--- config.mk ---
export PLATFORM = sky130hd
export DESIGN_NAME = mips_multicycle_core
export DESIGN_NICKNAME = d
export VERILOG_FILES = /design/src/rtl/mips_multicycle_core.sv
export SDC_FILE = /design/constraint.sdc
export NUM_CORES = 2
export LEC_CHECK = 0
export CELL_PAD_IN_SITES_DETAIL_PLACEMENT = 1
export CELL_PAD_IN_SITES_GLOBAL_PLACEMENT = 2
export CORE_MARGIN = 2
export CORE_UTILIZATION = 43
export CTS_CLUSTER_SIZE = 20
export DETAILED_ROUTE_END_ITERATION = 10
export PLACE_DENSITY_LB_ADDON = 0.1
export REMOVE_ABC_BUFFERS = 1
export SLEW_MARGIN = 15
export SYNTH_ARGS = -nofsm -noshare
export SYNTH_HDL_FRONTEND = slang
export SYNTH_SLANG_ARGS = --single-unit
--- constraint.sdc ---
create_clock -name clock -period 4.5 [get_ports clock]
set_clock_uncertainty 0.15 [all_clocks]
set_input_delay 0.675 -clock clock [delete_from_list [all_inputs] [get_ports clock]]
set_output_delay 0.675 -clock clock [all_outputs]
set_load 0.02 [all_outputs]
--- src/rtl/mips_multicycle_core.sv ---
// Multi-cycle MIPS subset core: FETCH/DECODE/EXEC/MEM/WB sequencing over one shared
// req/ack memory port, with ADDI, J, SYSCALL halt and an illegal-instruction trap.
module mips_multicycle_core #(
    parameter int          ADDR_WIDTH = 16,
    parameter int unsigned RESET_PC   = 0,
    parameter int          NUM_REGS   = 32
) (
    input  logic                  clock,
    input  logic                  reset_n,
    output logic                  mem_req,
    output logic                  mem_we,
    output logic [ADDR_WIDTH-1:0] mem_addr,
    output logic [31:0]           mem_wdata,
    input  logic [31:0]           mem_rdata,
    input  logic                  mem_ack,
    output logic                  halted,
    output logic                  trap,
    output logic                  instr_retired,
    output logic [ADDR_WIDTH-1:0] pc_out
);

    localparam logic [ADDR_WIDTH-1:0] RESET_ADDR = ADDR_WIDTH'(RESET_PC);
    localparam logic [ADDR_WIDTH-1:0] PC_STEP    = ADDR_WIDTH'(4);
    localparam int RIW = $clog2(NUM_REGS);

    localparam logic [5:0] OP_RTYPE = 6'h00, OP_J  = 6'h02, OP_BEQ = 6'h04,
                           OP_ADDI  = 6'h08, OP_LW = 6'h23, OP_SW  = 6'h2B;
    localparam logic [5:0] FN_ADD = 6'h20, FN_SUB = 6'h22, FN_AND = 6'h24,
                           FN_OR  = 6'h25, FN_SLT = 6'h2A;
    localparam logic [31:0] SYSCALL_WORD = 32'h0000_000C;

    typedef enum logic [2:0] {
        S_FETCH, S_DECODE, S_EXEC, S_MEM, S_WB, S_HALT, S_TRAP
    } state_t;

    state_t                state;
    logic [ADDR_WIDTH-1:0] pc;
    logic [ADDR_WIDTH-1:0] target;
    logic [31:0]           ir, a, b, alu_out, mdr;
    logic [31:0]           regs [NUM_REGS];

    logic [5:0]            opcode, funct;
    logic [4:0]            rs, rt, rd, dest;
    logic [31:0]           sext, branch_off, jump_full, alu_result, wb_value;
    logic                  legal, bad_index;
    logic [ADDR_WIDTH-1:0] next_pc;

    function automatic logic bad_reg(input logic [4:0] idx);
        return 32'(idx) >= 32'(NUM_REGS);
    endfunction

    assign opcode     = ir[31:26];
    assign rs         = ir[25:21];
    assign rt         = ir[20:16];
    assign rd         = ir[15:11];
    assign funct      = ir[5:0];
    assign sext       = {{16{ir[15]}}, ir[15:0]};
    assign branch_off = {sext[29:0], 2'b00};
    assign dest       = (opcode == OP_RTYPE) ? rd : rt;
    assign wb_value   = (opcode == OP_LW) ? mdr : alu_out;

    always_comb begin
        legal     = 1'b1;
        bad_index = 1'b0;
        case (opcode)
            OP_RTYPE: begin
                legal     = funct inside {FN_ADD, FN_SUB, FN_AND, FN_OR, FN_SLT};
                bad_index = bad_reg(rs) | bad_reg(rt) | bad_reg(rd);
            end
            OP_ADDI, OP_LW, OP_SW, OP_BEQ: bad_index = bad_reg(rs) | bad_reg(rt);
            OP_J:    legal = 1'b1;
            default: legal = 1'b0;
        endcase
    end

    always_comb begin
        alu_result = '0;
        case (opcode)
            OP_RTYPE: begin
                case (funct)
                    FN_ADD:  alu_result = a + b;
                    FN_SUB:  alu_result = a - b;
                    FN_AND:  alu_result = a & b;
                    FN_OR:   alu_result = a | b;
                    FN_SLT:  alu_result = {31'b0, $signed(a) < $signed(b)};
                    default: alu_result = '0;
                endcase
            end
            OP_ADDI, OP_LW, OP_SW: alu_result = a + sext;
            default: alu_result = '0;
        endcase
    end

    // pc already points past the jump, so its top nibble supplies the region bits
    always_comb begin
        jump_full        = 32'(pc);
        jump_full[27:0]  = {ir[25:0], 2'b00};
        next_pc          = pc;
        if (opcode == OP_J)
            next_pc = ADDR_WIDTH'(jump_full);
        else if (opcode == OP_BEQ && a == b)
            next_pc = target;
    end

    // Outputs are registered; every transition into FETCH/MEM presets the request
    always_ff @(posedge clock or negedge reset_n) begin
        if (!reset_n) begin
            state         <= S_FETCH;
            pc            <= RESET_ADDR;
            pc_out        <= RESET_ADDR;
            target        <= '0;
            ir            <= '0;
            a             <= '0;
            b             <= '0;
            alu_out       <= '0;
            mdr           <= '0;
            mem_req       <= 1'b0;
            mem_we        <= 1'b0;
            mem_addr      <= '0;
            mem_wdata     <= '0;
            halted        <= 1'b0;
            trap          <= 1'b0;
            instr_retired <= 1'b0;
            for (int i = 0; i < NUM_REGS; i++) regs[i] <= '0;
        end else begin
            instr_retired <= 1'b0;
            case (state)
                S_FETCH: begin
                    if (!mem_req) begin
                        mem_req  <= 1'b1;
                        mem_we   <= 1'b0;
                        mem_addr <= pc;
                        pc_out   <= pc;
                    end else if (mem_ack) begin
                        ir      <= mem_rdata;
                        pc      <= pc + PC_STEP;
                        mem_req <= 1'b0;
                        state   <= S_DECODE;
                    end
                end
                S_DECODE: begin
                    a      <= regs[rs[RIW-1:0]];
                    b      <= regs[rt[RIW-1:0]];
                    target <= pc + ADDR_WIDTH'(branch_off);
                    if (ir == SYSCALL_WORD) begin
                        halted <= 1'b1;
                        state  <= S_HALT;
                    end else if (!legal || bad_index) begin
                        halted <= 1'b1;
                        trap   <= 1'b1;
                        state  <= S_TRAP;
                    end else begin
                        state <= S_EXEC;
                    end
                end
                S_EXEC: begin
                    alu_out <= alu_result;
                    case (opcode)
                        OP_BEQ, OP_J: begin
                            pc            <= next_pc;
                            instr_retired <= 1'b1;
                            mem_req       <= 1'b1;
                            mem_we        <= 1'b0;
                            mem_addr      <= next_pc;
                            pc_out        <= next_pc;
                            state         <= S_FETCH;
                        end
                        OP_LW, OP_SW: begin
                            if (alu_result[1:0] != 2'b00) begin
                                halted <= 1'b1;
                                trap   <= 1'b1;
                                state  <= S_TRAP;
                            end else begin
                                mem_req  <= 1'b1;
                                mem_we   <= (opcode == OP_SW);
                                mem_addr <= ADDR_WIDTH'(alu_result);
                                if (opcode == OP_SW) mem_wdata <= b;
                                state    <= S_MEM;
                            end
                        end
                        default: state <= S_WB;
                    endcase
                end
                S_MEM: begin
                    if (mem_ack) begin
                        mem_we <= 1'b0;
                        if (mem_we) begin
                            instr_retired <= 1'b1;
                            mem_addr      <= pc;
                            pc_out        <= pc;
                            state         <= S_FETCH;
                        end else begin
                            mdr     <= mem_rdata;
                            mem_req <= 1'b0;
                            state   <= S_WB;
                        end
                    end
                end
                S_WB: begin
                    if (dest != 5'd0) regs[dest[RIW-1:0]] <= wb_value;
                    instr_retired <= 1'b1;
                    mem_req       <= 1'b1;
                    mem_we        <= 1'b0;
                    mem_addr      <= pc;
                    pc_out        <= pc;
                    state         <= S_FETCH;
                end
                S_HALT, S_TRAP: state <= state;
                default: begin
                    halted <= 1'b1;
                    trap   <= 1'b1;
                    state  <= S_TRAP;
                end
            endcase
        end
    end

endmodule

==> key figures <==
Status
  – Status: finished, final reports clean

Placement
  – I/O Buffers: between 100 and 150
  – DPL Wire Length: approximately 170 mm
  – Placed cell area: ~0.074 mm²
  – GPL Wtd Cong: 0.939
  – Placed insts: roughly 8,300
  – Pre-CTS setup slack: ~0.17 ns

Detailed routing
  – Routed len/inst: roughly 30 µm
  – Vias: roughly 53,000
  – First drt pass iteration count: 5
  – DRC: 0
  – Routed Antenna Nets: 0
  – Via-to-Cell Ratio: about 6.2
  – Initial DRC Count: around 4,800
  – Final WL: about 260 mm

Worst setup path
  – CP Cell Sequence: inv_1 > ha_1 > or3_1 > o21bai_1 > a21oi_1 > o2111a_1 > nand2b_1 > a221oi_2 > o2111a_1 > nor2_1 > and3_2 > buf_6 > mux2_2
  – Buf/Inv on CP: 2
  – Setup crit start kind: register
  – Crit path DAT: about 4.8 ns
  – Worst path depth: 13
  – Critical-path top delay cell: dfrtp_1
  – Critical path's top delay family: compound AO/OA/AOI/OAI gates
  – Reg2reg setup slack: 0.22 ns
  – Setup crit end kind: register
  – Crit path largest cell delay: around 0.43 ns
  – Worst EP required: between 5 and 6 ns
  – Most Frequent Cell on Critical Path: o2111a_1
  – WS Path Type: reg -> reg
  – Worst-path fanout max: 24
  – Reg2reg path depth: 13

Synthesis
  – Ys flop type: dfrtp_1
  – Cell with the most instances after synthesis: dfrtp_1
  – Synth area leader: dfrtp_1
  – Cell area after synthesis: approximately 0.069 mm²
  – Largest cells by area after synthesis: dfrtp_1 46%, mux4_2 21%, o21ai_0 6.0%
  – Mean post-synth cell area: between 10 and 15 µm²
  – Count of cell types in the netlist: 78
  – Number of enable flip-flop cells after synthesis: 0
  – Number of warnings issued by yosys: 0
  – Commonest cells post-synth: 1,288 x dfrtp_1, 1,026 x nand2_1, 826 x o21ai_0
  – Seq/Total Area, Yosys: 0.465
  – Synth top area share: 0.465
  – Synthesized flop and latch total: 1,288
  – Asr flop ratio synth: 1.00
  – Mapped Cells: 6,392

Power
  – NetSw: about 5500 µW
  – Clock Power Share: 0.515
  – Sw Ratio: 0.226
  – Comb pwr share: 0.013
  – Lkg Pwr: about 0.033 µW
  – Worst VDD drop: approximately 0.37 mV
  – PD cells: 312 mW/mm²
  – Sequential power share: 0.472
  – Power Internal: between 15,000 and 20,000 µW

Clock tree
  – Setup bufs post-CTS: 0
  – CTS H-tree depth: 4
  – CTS tree: yes
  – Clock Sinks: about 1,300
  – CTS root buffer: clkbuf_16
  – Clk buf depth: 3
  – CTS buffer count: 152
  – CTS clk-pin slew, worst paths: 0.06 ns
  – Clk_lat worst skew: just over 0.8 ns

Die
  – CORE AREA: about 0.16 mm²
  – Die W: a little over 400 µm
  – Die Y: about 400 µm
  – I/O pins: between 100 and 150
  – Initial Util: 0.433
  – Site row count: about 150
  – Die area: approximately 0.16 mm²

Cells and area
  – Multi-input logic area: between 0.03 and 0.04 mm²
  – Post-Layout Cell Count: about 8,600
  – Layout cell share with drive strength beyond 1: 0.199
  – Final design area excluding fillers: approximately 0.08 mm²
  – Area Overhead vs Synth: 13.6%
  – Layout Nets: ~6,500
  – Register area: 0.0323 mm²
  – Fillcell total: roughly 17,000

Min path
  – Worst Hold Depth: 0
  – HP Class: reg -> reg

Timing
  – Pins Over Slew Limit: 0
  – Final Hold Viols: 0
  – Achievable Freq: 234 MHz
  – Setup Viol. Count Final: 0
  – Crit path time final: 4.28 ns
  – Slew headroom: 0.230
  – Fin crit share: 0.950
  – RSZ-0062 raised after global routing: false
  – Hold Worst Slack: between 0.2 and 0.25 ns
  – Sum Neg Setup Slack: 0 ns
  – Final WS setup: 0.225 ns
  – Slew @ Worst Pin: between 1 and 1.5 ns

GRT
  – Initial antenna violation count: 15
  – Global-route wire length before repair: 388 mm
  – Largest net degree at the start of global routing: between 100 and 150
  – GR Util All Layers: 0.324
  – Vias in the first global route: roughly 55,000
  – Grt total ovfl: 0

Run
  – Max-Cap Viols: 0
==> per-stage QoR <==
stage	total power, µW	util
3_3_place_gp	12100	0.460
2_1_floorplan	11800	-
6_report	24600	0.492
5_1_grt	25300	0.492
3_5_place_dp	12100	0.460
4_1_cts	24800	0.491
==> layout by cell type (no fill, tap or decap), types with 18 or more instances in the layout <==
cell type	netlist	routed
dfrtp_1	1288	1276
nand2_1	1026	1005
o21ai_0	826	825
mux4_2	640	640
nor2_1	560	550
a21oi_1	506	506
buf_4	2	175
clkbuf_16	0	154
ha_1	141	141
inv_1	120	120
clkdlybuf4s50_1	0	102
mux2_2	65	65
mux2i_1	92	60
a31oi_1	54	54
buf_12	0	54
xnor2_1	45	45
clkbuf_8	0	37
clkbuf_1	499	36
mux2i_2	0	32
nand3_1	29	28
a21o_1	27	27
o21bai_1	23	23
o211ai_1	23	23
nor3_1	30	22
nand2b_1	20	20
nand2_4	0	20
xor2_1	19	19
clkinv_2	0	19
a211oi_1	18	18
==> per-layer routing <==
| metal | vias up | GRT usage | part of all wire |
|---|---|---|---|
| met5 | - | 0 | 0.00013 |
| li1 | 22838 | - | - |
| met4 | 6 | 0.0993 | 0.031 |
| met2 | 1637 | 0.502 | 0.46 |
| met3 | 428 | 0.0473 | 0.058 |
| met1 | 28175 | 0.473 | 0.45 |
==> timing repair <==
item                       in CTS  in global routing
resized for setup               0                  1
setup endpoints to repair       0                 24
hold endpoints to repair       85                  0
hold buffers                    1                  0
==> state kept, by name, summed over array words and instances (netlist names) <==
signal,flops
regs,1024
a,32
alu_out,32
b,32
ir,32
mdr,32
mem_wdata,32
mem_addr,16
pc,16
pc_out,16
target,16
state,3
halted,1
instr_retired,1
mem_req,1
mem_we,1
trap,1
==> power by group through the flow <==
stage,sequential (µW),clock [µW],combinational [µW]
global route,11600,13300,360
floorplan,11800,0,1.40
CTS,11600,12900,337
global placement,11800,0,333
finish,11600,12700,318
detailed placement,11800,0,334
==> worst paths after layout <==
| kind | startpoint | to |
|---|---|---|
| min in group asynchronous | reset_n | regs[902] |
| worst max register to register | a[5] | mem_wdata[16] |
| worst max-delay path | a[5] | mem_wdata[16] |
| worst min register to register | regs[1023] | regs[1023] |
| worst min-delay path | regs[1023] | regs[1023] |
| max in group asynchronous | reset_n | regs[209] |
==> logic make-up after synthesis <==
| kind of cell | after synthesis | synth area share |
|---|---|---|
| buffers and inverters | 703 | 0.0386 |
| flip-flops | 1288 | 0.465 |
| XOR/XNOR | 64 | 0.00808 |
| AND/OR/NAND/NOR | 1779 | 0.103 |
| adder cells (fa/ha/maj) | 145 | 0.0266 |
| multiplexers | 797 | 0.232 |
| AO/OA/AOI/OAI | 1616 | 0.127 |
==> final cells by class <==
class,instances,area share
clock buffer,227,0.0571
tap,2160,0.0343
clock inverter,39,0.00694
timing repair buffer,334,0.0439
inverter,122,0.00581
antenna,3,0.0000952
sequential,1288,0.409
multi-input combinational,4401,0.443
Note: power is estimated with default switching activity, not from simulation.
